==> config.mk <==
export PLATFORM = sky130hd
export DESIGN_NAME = vid_timing_gen
export DESIGN_NICKNAME = d
export VERILOG_FILES = /design/src/rtl/vid_timing_pkg.sv /design/src/rtl/vid_delay.sv /design/src/rtl/vid_timing_gen.sv
export SDC_FILE = /design/constraint.sdc
export NUM_CORES = 1
export LEC_CHECK = 0
export ABC_AREA = 1
export BUFFER_PORTS_ARGS = -buffer_cell sky130_fd_sc_hd__clkbuf_2
export CORE_ASPECT_RATIO = 2
export CORE_UTILIZATION = 51
export CTS_BUF_LIST = sky130_fd_sc_hd__clkbuf_16
export CTS_CLUSTER_SIZE = 10
export DETAILED_ROUTE_END_ITERATION = 12
export PLACE_DENSITY = 0.75
export SYNTH_ARGS = -nofsm -noshare
export SYNTH_HDL_FRONTEND = slang
export SYNTH_SLANG_ARGS = --single-unit
==> constraint.sdc <==
create_clock -name clk_pix -period 1.61 [get_ports clk_pix]
set_input_delay 0.0805 -clock clk_pix [delete_from_list [all_inputs] [get_ports clk_pix]]
set_output_delay 0.0805 -clock clk_pix [all_outputs]
set_load 0.01 [all_outputs]
==> src/rtl/vid_timing_pkg.sv <==
// Shared constants and helpers for the raster timing generator.
// Holds the standard 640x480@60 mode (negative sync polarity) and a
// helper that derives the line/frame totals from the four segment widths.
package vid_timing_pkg;

    localparam int STD_H_ACTIVE = 640;
    localparam int STD_H_FP     = 16;
    localparam int STD_H_SYNC   = 96;
    localparam int STD_H_BP     = 48;
    localparam int STD_V_ACTIVE = 480;
    localparam int STD_V_FP     = 10;
    localparam int STD_V_SYNC   = 2;
    localparam int STD_V_BP     = 33;
    localparam bit STD_H_POL    = 1'b0;
    localparam bit STD_V_POL    = 1'b0;

    // Total positions in one line or one frame: active + front porch + sync + back porch.
    function automatic int calc_total(input int active, input int fp, input int sync, input int bp);
        return active + fp + sync + bp;
    endfunction

    // Smallest width able to hold value v (used for range sanity checks).
    function automatic int bits_for(input int v);
        int n;
        n = 1;
        while ((v >> n) != 0) n++;
        return n;
    endfunction

endpackage

==> src/rtl/vid_delay.sv <==
// Parameterised WIDTH x DEPTH shift register used to align sideband
// signals with a fixed-latency data pipeline.
// Ports:
//   clk   - clock
//   rst_n - asynchronous active-low reset; every stage loads RESET_VAL
//   d     - input word, captured every cycle
//   q     - d delayed by DEPTH cycles (driven straight from the last stage)
module vid_delay #(
    parameter int               WIDTH     = 1,
    parameter int               DEPTH     = 1,
    parameter logic [WIDTH-1:0] RESET_VAL = '0
) (
    input  logic             clk,
    input  logic             rst_n,
    input  logic [WIDTH-1:0] d,
    output logic [WIDTH-1:0] q
);

    if (DEPTH < 1) begin : g_bad_depth
        $error("vid_delay: DEPTH must be at least 1");
    end

    logic [WIDTH-1:0] pipe [DEPTH];

    always_ff @(posedge clk or negedge rst_n) begin
        if (!rst_n) begin
            for (int i = 0; i < DEPTH; i++) pipe[i] <= RESET_VAL;
        end else begin
            pipe[0] <= d;
            for (int i = 1; i < DEPTH; i++) pipe[i] <= pipe[i-1];
        end
    end

    assign q = pipe[DEPTH-1];

endmodule

==> src/rtl/vid_timing_gen.sv <==
// Raster timing generator for the TMDS output stage.
// Stage 0 gives the pixel pipeline early coordinates and strobes; the
// de/hsync/vsync outputs are the same decode delayed LAT cycles so they
// meet r/g/b coming out of that pipeline.
// Ports:
//   clk_pix     - pixel clock
//   rst_n       - asynchronous active-low reset
//   x, y        - early pixel / line position
//   fetch       - early active-video flag
//   line_start  - pulse at x==0
//   frame_start - pulse at x==0 && y==0
//   vblank      - early flag, y >= V_ACTIVE
//   de          - fetch delayed LAT cycles
//   hsync       - horizontal sync delayed LAT cycles, active level H_POL
//   vsync       - vertical sync delayed LAT cycles, active level V_POL
module vid_timing_gen
    import vid_timing_pkg::*;
#(
    parameter int H_ACTIVE = STD_H_ACTIVE,
    parameter int H_FP     = STD_H_FP,
    parameter int H_SYNC   = STD_H_SYNC,
    parameter int H_BP     = STD_H_BP,
    parameter int V_ACTIVE = STD_V_ACTIVE,
    parameter int V_FP     = STD_V_FP,
    parameter int V_SYNC   = STD_V_SYNC,
    parameter int V_BP     = STD_V_BP,
    parameter bit H_POL    = STD_H_POL,
    parameter bit V_POL    = STD_V_POL,
    parameter int LAT      = 2,
    parameter int CW       = 11
) (
    input  logic          clk_pix,
    input  logic          rst_n,
    output logic [CW-1:0] x,
    output logic [CW-1:0] y,
    output logic          fetch,
    output logic          line_start,
    output logic          frame_start,
    output logic          vblank,
    output logic          de,
    output logic          hsync,
    output logic          vsync
);

    localparam int H_TOTAL = calc_total(H_ACTIVE, H_FP, H_SYNC, H_BP);
    localparam int V_TOTAL = calc_total(V_ACTIVE, V_FP, V_SYNC, V_BP);

    if (LAT < 1 || LAT > 8) begin : g_bad_lat
        $error("vid_timing_gen: LAT must be in 1..8");
    end
    if (H_SYNC < 1 || V_SYNC < 1) begin : g_bad_sync
        $error("vid_timing_gen: H_SYNC and V_SYNC must be at least 1");
    end
    if (bits_for(H_TOTAL - 1) > CW || bits_for(V_TOTAL - 1) > CW) begin : g_bad_cw
        $error("vid_timing_gen: CW too narrow for the totals");
    end

    localparam logic [CW-1:0] H_LAST   = CW'(H_TOTAL - 1);
    localparam logic [CW-1:0] V_LAST   = CW'(V_TOTAL - 1);
    localparam logic [CW-1:0] H_ACT    = CW'(H_ACTIVE);
    localparam logic [CW-1:0] V_ACT    = CW'(V_ACTIVE);
    localparam logic [CW-1:0] HS_START = CW'(H_ACTIVE + H_FP);
    localparam logic [CW-1:0] HS_END   = CW'(H_ACTIVE + H_FP + H_SYNC);
    localparam logic [CW-1:0] VS_START = CW'(V_ACTIVE + V_FP);
    localparam logic [CW-1:0] VS_END   = CW'(V_ACTIVE + V_FP + V_SYNC);

    // Counters idle at the last position of the frame so the first edge
    // after reset lands on (0,0) and every restart is a clean frame start.
    logic [CW-1:0] hc, vc;
    logic [CW-1:0] hc_nxt, vc_nxt;
    logic          hs0, vs0;

    always_comb begin
        hc_nxt = hc + CW'(1);
        vc_nxt = vc;
        if (hc == H_LAST) begin
            hc_nxt = '0;
            vc_nxt = (vc == V_LAST) ? '0 : vc + CW'(1);
        end
    end

    // Stage 0 decodes the next position, so all early outputs describe the
    // same pixel as the counters after this edge.
    always_ff @(posedge clk_pix or negedge rst_n) begin
        if (!rst_n) begin
            hc          <= H_LAST;
            vc          <= V_LAST;
            x           <= '0;
            y           <= '0;
            fetch       <= 1'b0;
            line_start  <= 1'b0;
            frame_start <= 1'b0;
            vblank      <= 1'b0;
            hs0         <= !H_POL;
            vs0         <= !V_POL;
        end else begin
            hc          <= hc_nxt;
            vc          <= vc_nxt;
            x           <= hc_nxt;
            y           <= vc_nxt;
            fetch       <= (hc_nxt < H_ACT) && (vc_nxt < V_ACT);
            line_start  <= (hc_nxt == '0);
            frame_start <= (hc_nxt == '0) && (vc_nxt == '0);
            vblank      <= (vc_nxt >= V_ACT);
            hs0         <= ((hc_nxt >= HS_START) && (hc_nxt < HS_END)) ? H_POL : !H_POL;
            // Whole-line vsync: edges follow the line counter, so they fall on x==0.
            vs0         <= ((vc_nxt >= VS_START) && (vc_nxt < VS_END)) ? V_POL : !V_POL;
        end
    end

    logic [2:0] dly_q;

    vid_delay #(
        .WIDTH     (3),
        .DEPTH     (LAT),
        .RESET_VAL ({1'b0, !H_POL, !V_POL})
    ) u_delay (
        .clk   (clk_pix),
        .rst_n (rst_n),
        .d     ({fetch, hs0, vs0}),
        .q     (dly_q)
    );

    assign {de, hsync, vsync} = dly_q;

endmodule

==> metrics.md, run 1 <==
| Metric | Value |
|---|---|
| Final RePlAce weighted congestion | 0.901 |
| Leading area contributor after synthesis | dfrtp_1 |
| Initial antenna violation count | 0 |
| RSZ-0062 raised after global routing | true |
| Synth Register Bits | 44 |
| IO Pins | 31 |
| All-Layer GR Usage | 26.7% |
| WP data required | between 1500 and 2000 ps |
| Vias in the first global route | 2074 |
| H-tree depth | 2 |
| Die Area | 4570 µm² |
| Hpwl dp | approximately 3.9 mm |
| Clock Skew | 5.02 ps |
| Inst Count DP | roughly 380 |
| Pin count of the biggest net entering global routing | 26 |
| Worst path arrival time | around 2100 ps |
| Yosys top cell area share | 32.0% |
| Slew Limit Fails | 0 |
| Fin cells | between 300 and 400 |
| Failing checks | setup timing |
| CP max stage delay | ~560 ps |
| CP top delay family | simple AND/OR/NAND/NOR gates |
| GR Overflow Total | 0 |
| Post-synthesis sequential area ratio | 51.3% |
| Max Cap Violations | 0 |
| Multi-input combinational cell area | 995 µm² |
| Final net count | between 300 and 400 |
| Register Area | 1120 µm² |
| Cell Area, Synth | ~2200 µm² |
| Bufs and invs on worst path | 1 |
| Leak | about 1.6 nW |
| Tightest Hold Check Type | in -> async |
| Layout cells sized above 1 | 53.1% |
| Pwr/cell area | 683 nW/µm² |
| Clock transition at path regs | about 60 ps |
| Clk Latency, worst-skew pair | 290 ps |
| Finish-stage setup viols | 13 |
| Peak supply drop | 0.889 mV |
| DR pass1 iterations | 4 |
| IO buf count | 30 |
| Fraction of registers with async set/reset | 100% |
| WL/cell | 16.3 µm |
| Synth cell count leaders | nand2_1, inv_1, dfrtp_1 |
| Synth Instances | 260 |
| Root Driver | clkbuf_16 |
| Fill cells | 245 |
| Critical-path cell list | ha_4 > nand4_4 > buf_6 > nor2_4 > nand4_1 > nand2_2 > nand2_2 > nor2_2 > nand3_2 > nor2_2 |
| Mapped Nets | 265 |
| First-pass GRT wire length | around 9.1 mm |
| Worst setup EP type | flip-flop |
| Final worst path period need | 1880 ps |
| Largest cells by area after synthesis | dfrtp_1, dfstp_2, nand2_1 |
| Num CTS Buffers | 5 |
| EDFF count, synth | 0 |
| Slew margin rel. | 65.6% |
| Routed via count | 2100 |
| Crit path max fanout | 5 |
| Synth Area per Inst | 8.41 µm² |
| Sink Count | between 40 and 50 |
| Clock Tree Buf Depth | 2 |
| Yosys warnings | 0 |
| Most frequent cell after synthesis | nand2_1 |
| CTS tree | done |
| Synth unique cells | 23 |
| Crit share post-route | 117% |
| Horiz. Die Dim | 48.3 µm |
| Slew @ Worst Pin | 516 ps |
| # diodes | 0 |
| Iteration-0 DRC Markers | 69 |
| Number of vias per cell | roughly 5.3 |
| # rows | 33 |
| Final Worst Setup Slack | -275 ps |
| Hold Vio Cnt, Final | 0 |
| F_max | 531 MHz |
| Area Overhead vs Synth | 43.8% |
| Detailed Route WL | 6.43 mm |
| Status | finished with violations |
| Chip Height | 94.6 µm |
| Kind of critical path | reg -> reg |
| Top_reg_cell synth | dfrtp_1 |
| Critical path startpoint category | flip-flop |
| DRT antenna net count | 0 |
| Pre-CTS setup slack | -248 ps |
| Initial Util | a little over half |
| Core Box Area | 4090 µm² |
| DRC errors left | 0 |
| CP max-delay cell | dfstp_2 |
## worst paths after layout
| check | startpoint | endpoint | slack (ps) | cells past startpoint |
|---|---|---|---|---|
| min reg2reg | hs0 | u_delay.pipe[4] | 360 | 0 |
| max | hc[1] | frame_start | -270 | 10 |
| min in group clk_pix | hs0 | u_delay.pipe[4] | 360 | 0 |
| max reg2reg | hc[1] | frame_start | -270 | 10 |
| min | rst_n | y[3] | 300 | 2 |
| max in group asynchronous | rst_n | hs0 | 720 | 3 |
## placed cells by master, fill, tap and decap left out
master and n:
nor2_4 7, buf_4 45, nand2_2 22, nand2_4 2, clkinvlp_4 2, dlygate4sd3_1 1, nand3b_1 3, o21bai_1 1
buf_6 10, buf_12 1, dfstp_2 16, dfrtp_1 26, xor2_2 1, nor3_1 4, nand3_2 13, clkbuf_2 30
inv_2 6, nand2_1 47, nand3_1 14, ha_1 1, clkbuf_16 5, ha_4 2, nand4_4 1, nand4_1 7
nand3_4 2, xor2_1 1, a31o_2 1, inv_4 2, clkinv_4 1, nor2_2 10, clkinv_2 1, nor2_1 16
inv_1 38, dfrtp_2 2, o21ai_1 2
## registers in the layout, indices dropped and copies added (netlist names)
name,flops
vblank,1
hs0,1
x,7
u_delay.pipe,3
hc,11
frame_start,1
line_start,1
fetch,1
vs0,1
u_delay.q,3
vc,11
y,3
## metal layers
metal  vias to the layer above  global-route usage, %  wire length [µm]
met2                        94                   52.0              3770
met5                         -                      0                 0
met3                        31                   3.54               248
li1                        958                      -                 -
met4                         0                   19.1               282
met1                      1017                   24.9              2130
## kinds of logic (layout without fill, tap and decap cells)
group           count (synthesis)  in the layout  share of synthesized area [%]
compound gates                  4              4                           1.20
flops                          44             44                           51.3
simple gates                  147            148                           32.1
fa+ha+maj                       3              3                           1.72
xor+xnor                        2              2                          0.801
buf+inv                        60            142                           12.9
## repair_timing
item | 4_1_cts | 5_1_grt
endpoints found under the setup margin | 20 | 27
pin swaps | 13 | 22
setup buffers | 6 | 4
hold endpoints to repair | 12 | 0
resized for setup | 31 | 43
cloned | 1 | 0
hold buffers | 1 | 0
## metrics by stage
stage	util (%)	area, µm²	hold WS, ps	power [mW]	TNS [ps]
6_report	77.0	3150	298	2.15	-1850
3_5_place_dp	65.7	2690	73.0	1.16	-1310
2_1_floorplan	-	2200	-215	1.13	0
5_1_grt	77.0	3150	352	2.20	-3390
4_1_cts	73.1	2990	319	2.16	-1140
3_3_place_gp	65.7	2690	70.6	1.15	-1000
## power by group
part           internal, mW  switching (mW)  total (mW)
Clock                 0.577           0.436        1.01
Sequential             1.11               0        1.11
Combinational       0.00724          0.0219      0.0291
Total                  1.69           0.458        2.15
## layout make-up
class	count	share of cell area, %
clock inverter	3	0.756
multi-input combinational	157	31.6
clock buffer	5	3.98
tap	52	2.07
inverter	47	5.81
timing repair buffer	87	20.0
sequential	44	35.7
No activity file was read; power rests on OpenSTA's default activity.
==> run 2: changes to the inputs <==
- CORE_MARGIN: not set -> 2
- CTS_CLUSTER_DIAMETER: not set -> 150
- REMOVE_ABC_BUFFERS: not set -> 1
==> run 2 against run 1 <==
  * The flow still finishes with violations (setup timing)
  * Maximum frequency grew 2.6%
  * Register-to-register slack gained 50 ps
  * Wire length shrank 9.4%
  * Setup slack gained 48 ps
  * Largest cell class unchanged
  * Via count shrank 5.2%
==> metrics.md, run 2 (same netlist as run 1, synthesis figures left out) <==
| Metric | Value |
|---|---|
| Worst setup EP type | flip-flop |
| Commonest non-fill, non-tap cell in the layout | nand2_1 |
| Kind of critical path | reg -> reg |
| Crit path from | hc[0] |
| DR pass1 iterations | 4 |
| Status | finished with violations |
| Clk Latency, worst-skew pair | 280 ps |
| Most frequent cells in the layout | nand2_1, buf_4, inv_1 |
| Number of vias per cell | 5.06 |
| R2R Path Start | hc[0] |
| Core Box Area | just over 4000 µm² |
| Die Area | 4860 µm² |
| Area Overhead vs Synth | 40.7% |
| Slew @ Worst Pin | 526 ps |
| DP Area | about 2700 µm² |
| Final Power | 2.29 mW |
| Num CTS Buffers | 5 |
| Routed via count | 1990 |
| End point of the critical path | frame_start |
| Final Cell Area | 3080 µm² |
| Crit path max fanout | 3 |
| Cell mode on critical path | nand2_1 |
| # diodes | 0 |
| Hold Vio Cnt, Final | 0 |
| Slew Limit Fails | 0 |
| Bufs and invs on worst path | 0 |
| First-pass GRT wire length | 9.10 mm |
| Max Cap Violations | 0 |
| Vias in the first global route | approximately 2000 |
| Pwr/cell area | 745 nW/µm² |
| Iteration-0 DRC Markers | 42 |
| All-Layer GR Usage | 24.9% |
| Clock transition at path regs | 60 ps |
| RSZ-0062 raised after global routing | true |
| Initial antenna violation count | 0 |
| DRT antenna net count | 0 |
| WL/cell | about 15 µm |
| Finish-stage setup viols | 11 |
| Horiz. Die Dim | 50.3 µm |
| RR Endpoint | frame_start |
| Layout cells sized above 1 | around 51% |
| GR Overflow Total | 0 |
| R2R depth | 11 |
| Root Driver | clkbuf_16 |
| Final Worst Setup Slack | -227 ps |
| Detailed Route WL | approximately 5.8 mm |
| Worst path arrival time | 2060 ps |
| Critical-path cell list | ha_4 > nand2_1 > nor2_2 > nand4_1 > nand2_1 > nand2_2 > nor2_1 > nand2_1 > nor2_4 > nand2_1 > nor2_2 |
| Crit share post-route | 114% |
| Chip Height | 96.6 µm |
| CTS tree | done |
| Clock Tree Buf Depth | 2 |
| IO buf count | 30 |
| Initial Util | a little over half |
| Peak supply drop | 0.718 mV |
| Sink Count | 44 |
| Final worst path period need | approximately 1800 ps |
| Critical path startpoint category | flip-flop |
| # rows | 33 |
| Slew margin rel. | between 60% and 70% |
| Leak | 1.65 nW |
| Failing checks | setup timing |
| WP depth | 11 |
| H-tree depth | 2 |
| Hpwl dp | 4.07 mm |
| Final net count | about 350 |
| F_max | around 540 MHz |
| IO Pins | 31 |
| Clock Skew | 2.48 ps |
| Top Registers | hc x11, vc x11, x x7 |
| Tightest Hold Check Type | in -> async |
| R2R Setup Slk | -230 ps |
| Final RePlAce weighted congestion | 0.870 |
| CP max stage delay | 560 ps |
| WP data required | between 1500 and 2000 ps |
| DRC errors left | 0 |
| CP max-delay cell | dfstp_2 |
| Pin count of the biggest net entering global routing | 22 |
| CP top delay family | simple AND/OR/NAND/NOR gates |
| Util after Layout | between 70 and 80% |
## run 2: changes by cell type in the layout (fill, tap and decap cells not counted), moves of 2 or more
cell,delta
nand3_2,+3
inv_2,+3
inv_4,-2
dfrtp_2,-2
nor2_1,+4
nand3_4,-2
dfrtp_1,+2
nand2_1,+2
buf_4,+2
nor2_4,-2
clkinvlp_4,-2
buf_6,-2
nor2_2,-3
## run 2: worst min-delay path by stage
stage	startpoint	end	slack [ps]	cells past startpoint
finish	rst_n	y[2]	300	2
global route	rst_n	vc[0]	360	2
CTS	rst_n	vc[0]	320	2
detailed placement	rst_n	y[2]	80	1
global placement	rst_n	y[2]	80	1
floorplan	rst_n	fetch	-220	0
## run 2: area by class of cell
class	count	area, µm²
well taps	52	65.1
clock inverters	3	47.5
fillers	319	1050
clock buffers	5	125
repair buffers	86	603
flip-flops and latches	44	1120
inverters	47	178
multi-input cells	156	938
## run 2: routing by layer
layer	vias up	GRT usage, %	routed length, µm
li1	948	-	-
met1	954	25.1	1970
met2	61	44.8	3320
met3	27	2.62	150
met4	0	17.7	381
met5	-	0	0
## run 2: where the power goes
group          total, mW  internal, mW  switching [mW]
registers           1.11          1.11               0
clock network       1.16         0.736           0.422
logic             0.0268       0.00556          0.0212
## run 2: stage by stage
stage	hold WS [ps]	TNS, ps	setup slack [ps]	instances
after floorplan	-215	-745	-187	247
after global placement	78.2	-1930	-261	380
after detailed placement	82.8	-2230	-306	380
after CTS	318	-1300	-206	392
after global routing	358	-3350	-354	393
final	305	-1600	-227	393
## run 2: what timing repair did
item | CTS | global route
pin swaps | 10 | 12
hold buffers | 1 | 0
endpoints found under the hold margin | 11 | 0
gates resized for setup | 28 | 31
setup buffers | 4 | 3
endpoints found under the setup margin | 24 | 25
